## config.mk

```make
export PLATFORM = sky130hd
export DESIGN_NAME = hash_table_client
export DESIGN_NICKNAME = d
export VERILOG_FILES = /design/src/rtl/hash_table_pkg.sv /design/src/rtl/hash_cmd_fifo.sv /design/src/rtl/hash_table_client.sv
export SDC_FILE = /design/constraint.sdc
export NUM_CORES = 1
export LEC_CHECK = 0
export CAP_MARGIN = 20
export CORE_ASPECT_RATIO = 2
export CORE_MARGIN = 2
export CORE_UTILIZATION = 40
export CTS_CLUSTER_SIZE = 25
export DETAILED_ROUTE_END_ITERATION = 12
export PLACE_DENSITY = 0.65
export SLEW_MARGIN = 40
export SYNTH_ARGS = -nofsm -noshare
export SYNTH_HDL_FRONTEND = slang
export SYNTH_SLANG_ARGS = --single-unit
```

## constraint.sdc

```tcl
create_clock -name clk -period 4 [get_ports clk]
set_clock_uncertainty 0.15 [all_clocks]
set_input_delay 0.8 -clock clk [delete_from_list [all_inputs] [get_ports clk]]
set_output_delay 0.8 -clock clk [all_outputs]
set_load 0.01 [all_outputs]
```

## src/rtl/hash_table_pkg.sv

```systemverilog
`default_nettype none
// ============================================================================
// Module   : hash_table_pkg
// Purpose  : Shared opcodes, response status codes, client FSM states and the
//            collision-count width used by the hash table client.
// Revision : 1.0 - initial release
// ============================================================================
package hash_table_pkg;

  // Chaining depth of the attached hash table; sets the occupancy port width.
  localparam int CHAINING_SIZE = 8;
  localparam int CNT_W = (CHAINING_SIZE - 1 > 1) ? $clog2(CHAINING_SIZE - 1) : 1;

  // Command / table opcodes.
  localparam logic [1:0] OP_INSERT  = 2'b00;
  localparam logic [1:0] OP_DELETE  = 2'b01;
  localparam logic [1:0] OP_SEARCH  = 2'b10;
  localparam logic [1:0] OP_ILLEGAL = 2'b11;

  // Response status codes.
  localparam logic [1:0] STS_OK          = 2'b00;
  localparam logic [1:0] STS_TABLE_ERROR = 2'b01;
  localparam logic [1:0] STS_TIMEOUT     = 2'b10;
  localparam logic [1:0] STS_ILLEGAL_OP  = 2'b11;

  // Client sequencing states.
  typedef enum logic [1:0] {
    S_IDLE  = 2'd0,
    S_ISSUE = 2'd1,
    S_WAIT  = 2'd2,
    S_RESP  = 2'd3
  } state_e;

  // True for opcodes the table understands.
  function automatic logic op_is_legal(input logic [1:0] op);
    return (op != OP_ILLEGAL);
  endfunction

endpackage
`default_nettype wire

```

## src/rtl/hash_cmd_fifo.sv

```systemverilog
`default_nettype none
// ============================================================================
// Module   : hash_cmd_fifo
// Purpose  : Synchronous command FIFO with a registered occupancy count.
//            full/empty derive only from the registered count, so a pop in
//            the same cycle never lets a push through a full queue.
// Revision : 1.0 - initial release
// ============================================================================
module hash_cmd_fifo
  import hash_table_pkg::*;
#(
  parameter int WIDTH = 8,
  parameter int DEPTH = 4
) (
  input  logic             clk,
  input  logic             rst,
  input  logic             push,
  input  logic [WIDTH-1:0] push_data,
  output logic             full,
  input  logic             pop,
  output logic             empty,
  output logic [WIDTH-1:0] pop_data
);

  localparam int PTR_W    = (DEPTH > 1) ? $clog2(DEPTH) : 1;
  localparam int CNT_BITS = $clog2(DEPTH + 1);

  logic [WIDTH-1:0]    mem_q [DEPTH];
  logic [WIDTH-1:0]    mem_d [DEPTH];
  logic [PTR_W-1:0]    wr_ptr_q, wr_ptr_d;
  logic [PTR_W-1:0]    rd_ptr_q, rd_ptr_d;
  logic [CNT_BITS-1:0] count_q, count_d;
  logic                do_push;
  logic                do_pop;

  assign full     = (count_q == CNT_BITS'(DEPTH));
  assign empty    = (count_q == '0);
  assign do_push  = push && !full;
  assign do_pop   = pop && !empty;
  assign pop_data = mem_q[rd_ptr_q];

  // Next-state of storage, pointers and count; DEPTH is a power of two so the
  // pointers wrap naturally.
  always_comb begin
    mem_d    = mem_q;
    wr_ptr_d = wr_ptr_q;
    rd_ptr_d = rd_ptr_q;
    count_d  = count_q;
    if (do_push) begin
      mem_d[wr_ptr_q] = push_data;
      wr_ptr_d        = wr_ptr_q + PTR_W'(1);
    end
    if (do_pop) begin
      rd_ptr_d = rd_ptr_q + PTR_W'(1);
    end
    case ({do_push, do_pop})
      2'b10:   count_d = count_q + CNT_BITS'(1);
      2'b01:   count_d = count_q - CNT_BITS'(1);
      default: count_d = count_q;
    endcase
  end

  // Control registers with synchronous reset.
  always_ff @(posedge clk) begin
    if (rst) begin
      wr_ptr_q <= '0;
      rd_ptr_q <= '0;
      count_q  <= '0;
    end else begin
      wr_ptr_q <= wr_ptr_d;
      rd_ptr_q <= rd_ptr_d;
      count_q  <= count_d;
    end
  end

  // Payload storage; contents are only meaningful while counted, so no reset.
  always_ff @(posedge clk) begin
    mem_q <= mem_d;
  end

endmodule
`default_nettype wire

```

## src/rtl/hash_table_client.sv

```systemverilog
`default_nettype none
// ============================================================================
// Module   : hash_table_client
// Purpose  : Queues insert/delete/search commands and sequences them one at a
//            time onto a hash table port, with a completion timeout and a
//            held response register.
// Revision : 1.0 - initial release
// ============================================================================
module hash_table_client
  import hash_table_pkg::*;
#(
  parameter int KEY_WIDTH      = 32,
  parameter int VALUE_WIDTH    = 32,
  parameter int CMD_DEPTH      = 4,
  parameter int TIMEOUT_CYCLES = 64
) (
  input  logic                   clk,
  input  logic                   rst,
  input  logic                   cmd_valid,
  output logic                   cmd_ready,
  input  logic [1:0]             cmd_op,
  input  logic [KEY_WIDTH-1:0]   cmd_key,
  input  logic [VALUE_WIDTH-1:0] cmd_value,
  output logic [KEY_WIDTH-1:0]   ht_key_in,
  output logic [VALUE_WIDTH-1:0] ht_value_in,
  output logic [1:0]             ht_op_sel,
  output logic                   ht_op_en,
  input  logic [VALUE_WIDTH-1:0] ht_value_out,
  input  logic                   ht_op_done,
  input  logic                   ht_op_error,
  input  logic [CNT_W-1:0]       ht_collision_count,
  output logic                   rsp_valid,
  input  logic                   rsp_ready,
  output logic [1:0]             rsp_op,
  output logic [KEY_WIDTH-1:0]   rsp_key,
  output logic [VALUE_WIDTH-1:0] rsp_value,
  output logic [1:0]             rsp_status,
  output logic                   busy
);

  localparam int CMD_W    = 2 + KEY_WIDTH + VALUE_WIDTH;
  localparam int TMO_W    = $clog2(TIMEOUT_CYCLES + 1);
  localparam logic [TMO_W-1:0] TMO_LAST = TMO_W'(TIMEOUT_CYCLES - 1);

  state_e                 state_q, state_d;
  logic [1:0]             op_q, op_d;
  logic [KEY_WIDTH-1:0]   key_q, key_d;
  logic [VALUE_WIDTH-1:0] value_q, value_d;
  logic [TMO_W-1:0]       tmo_q, tmo_d;
  logic [VALUE_WIDTH-1:0] rsp_value_q, rsp_value_d;
  logic [1:0]             rsp_status_q, rsp_status_d;

  logic                   fifo_full;
  logic                   fifo_empty;
  logic                   fifo_pop;
  logic [CMD_W-1:0]       fifo_wdata;
  logic [CMD_W-1:0]       fifo_rdata;
  logic [1:0]             head_op;
  logic [KEY_WIDTH-1:0]   head_key;
  logic [VALUE_WIDTH-1:0] head_value;

  // Chain occupancy does not influence sequencing; folded here for observability only.
  logic                   unused_collision;
  assign unused_collision = ^ht_collision_count;

  assign fifo_wdata = {cmd_op, cmd_key, cmd_value};
  assign head_op    = fifo_rdata[CMD_W-1 -: 2];
  assign head_key   = fifo_rdata[VALUE_WIDTH +: KEY_WIDTH];
  assign head_value = fifo_rdata[VALUE_WIDTH-1:0];

  hash_cmd_fifo #(
    .WIDTH (CMD_W),
    .DEPTH (CMD_DEPTH)
  ) u_cmd_fifo (
    .clk       (clk),
    .rst       (rst),
    .push      (cmd_valid),
    .push_data (fifo_wdata),
    .full      (fifo_full),
    .pop       (fifo_pop),
    .empty     (fifo_empty),
    .pop_data  (fifo_rdata)
  );

  // The in-flight registers drive the table directly and only change on a pop
  // in IDLE, which keeps them stable well past the completion cycle. An
  // illegal command is never issued, so its opcode is masked off the table.
  assign cmd_ready   = !fifo_full;
  assign ht_key_in   = key_q;
  assign ht_value_in = value_q;
  assign ht_op_sel   = op_is_legal(op_q) ? op_q : OP_INSERT;
  assign ht_op_en    = (state_q == S_ISSUE);
  assign rsp_valid   = (state_q == S_RESP);
  assign rsp_op      = op_q;
  assign rsp_key     = key_q;
  assign rsp_value   = rsp_value_q;
  assign rsp_status  = rsp_status_q;
  assign busy        = (state_q != S_IDLE) || !fifo_empty;

  // Sequencing: pop, issue one pulse, wait for completion or timeout, hold response.
  always_comb begin
    state_d      = state_q;
    op_d         = op_q;
    key_d        = key_q;
    value_d      = value_q;
    tmo_d        = tmo_q;
    rsp_value_d  = rsp_value_q;
    rsp_status_d = rsp_status_q;
    fifo_pop     = 1'b0;
    case (state_q)
      S_IDLE: begin
        if (!fifo_empty) begin
          fifo_pop = 1'b1;
          op_d     = head_op;
          key_d    = head_key;
          value_d  = head_value;
          if (!op_is_legal(head_op)) begin
            rsp_status_d = STS_ILLEGAL_OP;
            rsp_value_d  = '0;
            state_d      = S_RESP;
          end else begin
            state_d = S_ISSUE;
          end
        end
      end
      S_ISSUE: begin
        tmo_d   = '0;
        state_d = S_WAIT;
      end
      S_WAIT: begin
        if (ht_op_done) begin
          rsp_status_d = ht_op_error ? STS_TABLE_ERROR : STS_OK;
          rsp_value_d  = ((op_q == OP_SEARCH) && !ht_op_error) ? ht_value_out : '0;
          state_d      = S_RESP;
        end else if (tmo_q == TMO_LAST) begin
          rsp_status_d = STS_TIMEOUT;
          rsp_value_d  = '0;
          state_d      = S_RESP;
        end else begin
          tmo_d = tmo_q + TMO_W'(1);
        end
      end
      S_RESP: begin
        if (rsp_ready) begin
          state_d = S_IDLE;
        end
      end
      default: state_d = S_IDLE;
    endcase
  end

  // State, in-flight command, timeout counter and response registers.
  always_ff @(posedge clk) begin
    if (rst) begin
      state_q      <= S_IDLE;
      op_q         <= '0;
      key_q        <= '0;
      value_q      <= '0;
      tmo_q        <= '0;
      rsp_value_q  <= '0;
      rsp_status_q <= STS_OK;
    end else begin
      state_q      <= state_d;
      op_q         <= op_d;
      key_q        <= key_d;
      value_q      <= value_d;
      tmo_q        <= tmo_d;
      rsp_value_q  <= rsp_value_d;
      rsp_status_q <= rsp_status_d;
    end
  end

endmodule
`default_nettype wire

```

======== Word level (Yosys, flattened, before mapping) ========
Index checks and enable logic that the tools add are counted.
operators by class
  equality and inequality tests ........... 16
  order comparisons ....................... 3
  bitwise logic cells ..................... 3
  add/subtract/negate cells ............... 5
  shift-type cells ........................ 0
  divide/modulo/power cells ............... 0
  reductions and logical operators ........ 18
  $mul .................................... 0
  multiplexer cells ....................... 31
operators by type and width
  operator                                                                count
  264-bit bitwise mux                                                     1
  66-bit two-way mux                                                      3
  32-bit two-way mux                                                      5
  66-bit binary-select mux with 2-bit select                              1
  66-bit demux with 2-bit select                                          1
  32-bit one-hot mux with 2 select lines                                  1
  2-bit two-way mux                                                       10
  7-bit two-way mux                                                       2
  7-bit one-hot mux with 2 select lines                                   1
  2-bit != test (second input constant)                                   6
  2-bit equality test (second input constant)                             4
  2-bit one-hot mux with 4 select lines                                   1
  2-bit nonzero test                                                      4
  7-bit by 1-bit adder with 7-bit output (second input constant)          1
  7-bit by 6-bit equality test with 1-bit output (second input constant)  1
  3-bit >= comparator (second input constant)                             2
  2-bit inverter with 3-bit output                                        2
  3-bit one-hot mux with 2 select lines                                   1
  3-bit AND reduction                                                     2
  2-bit by 1-bit adder with 2-bit output (second input constant)          2
  2-bit by 1-bit equality test with 1-bit output (second input constant)  2
  1-bit logical AND                                                       4
  2-bit one-hot mux with 2 select lines                                   1
  4-bit AND reduction                                                     1
  other kinds (13)                                                        17
storage, ports and cells
  bits in writable memories ............... 0
  ROM bits ................................ 0
  flip-flop bits (word level) ............. 380
  logic and storage cells ................. 90
  output and inout port bits .............. 138
  bits in latches ......................... 0
  memories kept ........................... 0

======== Longest topological paths before layout ========
Gate-level depths: netlist of run 1.
  depth in word-level cells ............... 8
  mapped depth ............................ 10
  mapped depth without buffers ............ 9

======== Hierarchy ========
A second synthesis of run 1 with hierarchy kept.
second synthesis, totals
  cell total of the unflattened synthesis .. 942
  area, all modules ....................... 14427.6 um^2
modules (own cells, without submodules)
  module             sequential area each (um^2)  cells an instance  times used  area each (um^2)
  hash_cmd_fifo      8067.7                       395                1           9949.5
  hash_table_client  2182.1                       547                1           4478.0

======== Worst setup path after synthesis of run 1 ========
No wires, ideal clock.
  kind .................................... input-to-reg
  from .................................... input port cmd_valid
  to ...................................... register u_cmd_fifo.mem_q[0] (netlist name) (enable)
  buffers on the path ..................... 0
  setup time .............................. 0.431 ns
  cell stages on the path ................. 1
  arrival time ............................ 2.400 ns
  setup slack ............................. 1.019 ns
  required time ........................... 3.419 ns
  cell sequence ........................... and3_1
between the ends
  word-level cells in the longest chain between the ends .. 1
ends and longest elaborated chain
  item                  line                     RTL
  start, declared       hash_table_client.sv:19  input logic cmd_valid,
  1-bit logical AND     hash_cmd_fifo.sv:38      assign do_push = push && !full;
  end signal, assigned  hash_cmd_fifo.sv:78      mem_q <= mem_d;
  end, declared         hash_cmd_fifo.sv:28      logic [WIDTH-1:0] mem_q [DEPTH];
No other way between the ends.
A chain may end at the register's enable or synchronous reset.

======== Worst setup path in the final report of run 1 ========
  from .................................... register state_q[1]
  to ...................................... output port busy
between the ends
  word-level cells in the longest chain between the ends .. 2
ends and longest elaborated chain
  item                    line                      RTL
  start, declared         hash_table_client.sv:45   state_e state_q, state_d;
  start signal, assigned  hash_table_client.sv:163  state_q <= state_d;
  2-bit nonzero test      hash_table_client.sv:98   assign busy = (state_q != S_IDLE) || !fifo_empty;
  1-bit logical OR        hash_table_client.sv:98
  end, declared           hash_table_client.sv:38   output logic busy
No other way between the ends.

==> results of run 1 <==
[worst max path at each step]
stage                     startpoint  slack [ps]                    end  cells past startpoint
after floorplan            cmd_valid        1020    u_cmd_fifo.mem_q[0]                      1
after global placement     cmd_valid         900  u_cmd_fifo.count_q[2]                      8
after detailed placement  ht_op_done         850           rsp_value[7]                      6
after CTS                 state_q[0]         510                   busy                      4
after global routing      state_q[0]         460                   busy                      4
final                     state_q[1]         560                   busy                      4
[cell usage after synthesis, types with 3 or more instances]
| cell type | count | area [µm²] |
|---|---|---|
| buf_4 | 32 | 240 |
| edfxtp_1 | 264 | 7930 |
| nand2b_1 | 36 | 225 |
| or4b_2 | 3 | 30.0 |
| a21oi_1 | 74 | 370 |
| nand2_1 | 176 | 661 |
| and2_1 | 3 | 18.8 |
| o211ai_1 | 3 | 22.5 |
| a31oi_1 | 3 | 18.8 |
| clkbuf_1 | 34 | 128 |
| buf_2 | 7 | 35.0 |
| buf_6 | 5 | 56.3 |
| nor2b_1 | 3 | 18.8 |
| xnor2_1 | 3 | 26.3 |
| nor2_1 | 8 | 30.0 |
| mux4_2 | 66 | 1490 |
| ha_1 | 11 | 138 |
| a211oi_1 | 3 | 22.5 |
| mux2i_1 | 34 | 340 |
| or4_1 | 3 | 22.5 |
| inv_1 | 8 | 30.0 |
| and3_1 | 5 | 31.3 |
| buf_1 | 4 | 15.0 |
| o21ai_0 | 5 | 25.0 |
| dfxtp_1 | 116 | 2320 |
[registers in the layout, summed over array words and instances, names as in the netlist, 3 cells and up]
name,cells
tmo_q,7
ht_value_in,32
u_cmd_fifo.count_q,3
ht_key_in,32
rsp_value,32
u_cmd_fifo.mem_q,264
[critical path, delay by kind of cell, from the launching register on]
kind                       cells  cell delay (ps)
adders and majority gates      1              280
buffers and inverters          2              640
DFF                            1              340
and+or+nand+nor                1              700
[power by group through the flow]
stage	sequential [W]	combinational (W)	clock (W)
2_1_floorplan	0.00530	0.00218	0
3_3_place_gp	0.00524	0.00368	0
3_5_place_dp	0.00527	0.00372	0
4_1_cts	0.00519	0.00373	0.00341
5_1_grt	0.00525	0.00396	0.00353
6_report	0.00518	0.00364	0.00330
[cell families (layout without fill, tap and decap cells)]
family,Yosys count,in the layout,share of synthesized area (%)
xor+xnor,5,5,0.304
fa+ha+maj,12,12,1.09
compound gates,96,96,3.66
flops,380,380,71.1
simple gates,245,245,7.59
mux,100,100,12.7
other cells,0,2,0
buf+inv,91,331,3.53
[layout make-up]
class / instances / area (µm²)
Inverter: 9 / 33.8
Multi-Input combinational cell: 458 / 3690
Clock inverter: 21 / 198
Sequential cell: 380 / 10300
Antenna cell: 2 / 5.00
Clock buffer: 43 / 926
Tap cell: 450 / 563
Fill cell: 2979 / 17400
Timing Repair Buffer: 258 / 2590
[metal layers]
layer / vias up / track usage, % / wire length [µm]
met5: - / 0 / 0
met4: 0 / 5.93 / 825
met3: 43 / 2.44 / 1250
met2: 224 / 32.9 / 17900
met1: 4089 / 18.3 / 12000
li1: 3812 / - / -
[per-stage QoR]
step	setup slack, ps	total power [W]	cell area [µm²]
final	558	0.0121	18300
after global routing	455	0.0127	18300
after detailed placement	848	0.00899	17100
after floorplan	1020	0.00748	14400
after CTS	510	0.0123	18300
after global placement	898	0.00892	17100
[cells in the final DEF (no fill, tap or decap), types with 6 or more instances in the layout]
| cell type | count |
|---|---|
| edfxtp_1 | 264 |
| clkdlybuf4s50_1 | 240 |
| nand2_1 | 176 |
| dfxtp_1 | 114 |
| a21oi_1 | 74 |
| mux4_2 | 66 |
| nand2b_1 | 36 |
| clkbuf_16 | 35 |
| mux2i_1 | 34 |
| ha_1 | 11 |
| buf_4 | 11 |
| inv_1 | 8 |
| nor2_1 | 8 |
| clkbuf_1 | 6 |
==> impl_metrics.ini, run 1 <==
[pwr]
p_clk_share_pct = 27.2
combPwrFrac_pct = 30.0
vdd_drop_max_mv = 0.514
p_switching_w = 0.00363
cell_internal_pwr_w = 0.00848
p_per_area_nw_per_um2 = 663
p_sw_share_pct = 30.0
p_leak_nw = 5.87
p_seq_share_pct = 42.7

[critical_path]
endpoint_kind = output pin
cp_slowest_cell = or4b_2
ff2ff_path_depth = 6
r2r-end = rsp_value[7]
r2r_slack_ps = 1400
crit_path_start_kind = register
critical_path.max_fanout = 4
slowest_delay_ps = 700
reg2reg_from = tmo_q[0]
crit_chain = inv_1, ha_1, or4b_2, clkdlybuf4s50_1
crit_type = register to output pin
required_ps = 3050
arrival_ps = 2490

[floorplan]
core-area_um2 = 35700
die_w_um = 138
dieArea_um2 = 37600
start_util_pct = 40.4
num_rows = 98
die-height_um = 272
ios = 245

[synth]
synth_cell_types = 41
syn-cell-area_um2 = 14400
avgSynthCellArea_um2 = 15.5
ys_ff_latch = 380
syn-num-nets = 1048
synthCells = 929
async_flop_share_pct = 0
seq_area_frac_synth_pct = 71.1
yosys_most_used_dff = edfxtp_1
ys_warn_count = 0
synth-edff-count = 264

[detailed_routing]
vias = 8168
remaining_drc_errors = 0
wl_per_cell_um = 19.7
dr.pass1.iters = 5
via_per_inst = 5.04
wl_um = 32000
drtIter0Drc = 454
detail-route-antenna-nets = 0

[placement]
dp_hpwl_um = 19100
port_buffers = 241
gp_congestion = 0.740
dp.cells = 1555

[clock_network]
clock-sinks = 380
htreeDepth = 2
root_buffer = clkbuf_16
clkTransAtPathRegs_ps = 70
post_cts_buffers = 0
cts_tree = yes
numCtsBuffers = 35
cts-hold-fix-buffers = 0
clock_latency_ps = 530
cts.path.max_buffers = 3
post_cts_resized = 0

[global_route]
grt.overflow.total = 0
antenna_found_initial = 2
grt_max_degree = 91
grt_pass1_wl_um = 48800
grt_util_all_layers_pct = 16.8
first_global_vias = 8544

[sta]
setup_tns_ps = 0
whs_ps = 303
finalSetupViolCount = 0
tightest_slew_ps = 758
clock.fmax_mhz = 291
slew-limit-headroom_pct = 49.4
fin_crit_ps = 3440
period_share_pct = 86.1
hold_violations = 0
slew_viol_final = 0
rsz0062_at_grt = false

[layout]
drive_above_1_share_pct = 13.1
final_core_util_pct = 51.2
syn2layout_area_growth_pct = 26.8
fin_nets = 1261
final_cells = 1621

[min_path]
hp-class = register to register
hold_end = ht_value_in[5]
min_delay_path_depth = 2
min-delay-start = ht_value_in[5]

[run]
maxCapViolCount = 0

[status]
outcome = complete, no violations
No activity file was read; power rests on OpenSTA's default activity.
==> run 2: changes to the inputs <==
- CAP_MARGIN: 20 -> 5
- TNS_END_PERCENT: unset -> 1
==> results of run 2 <==
The final DEF is identical to that of run 1; final timing and power are the same.
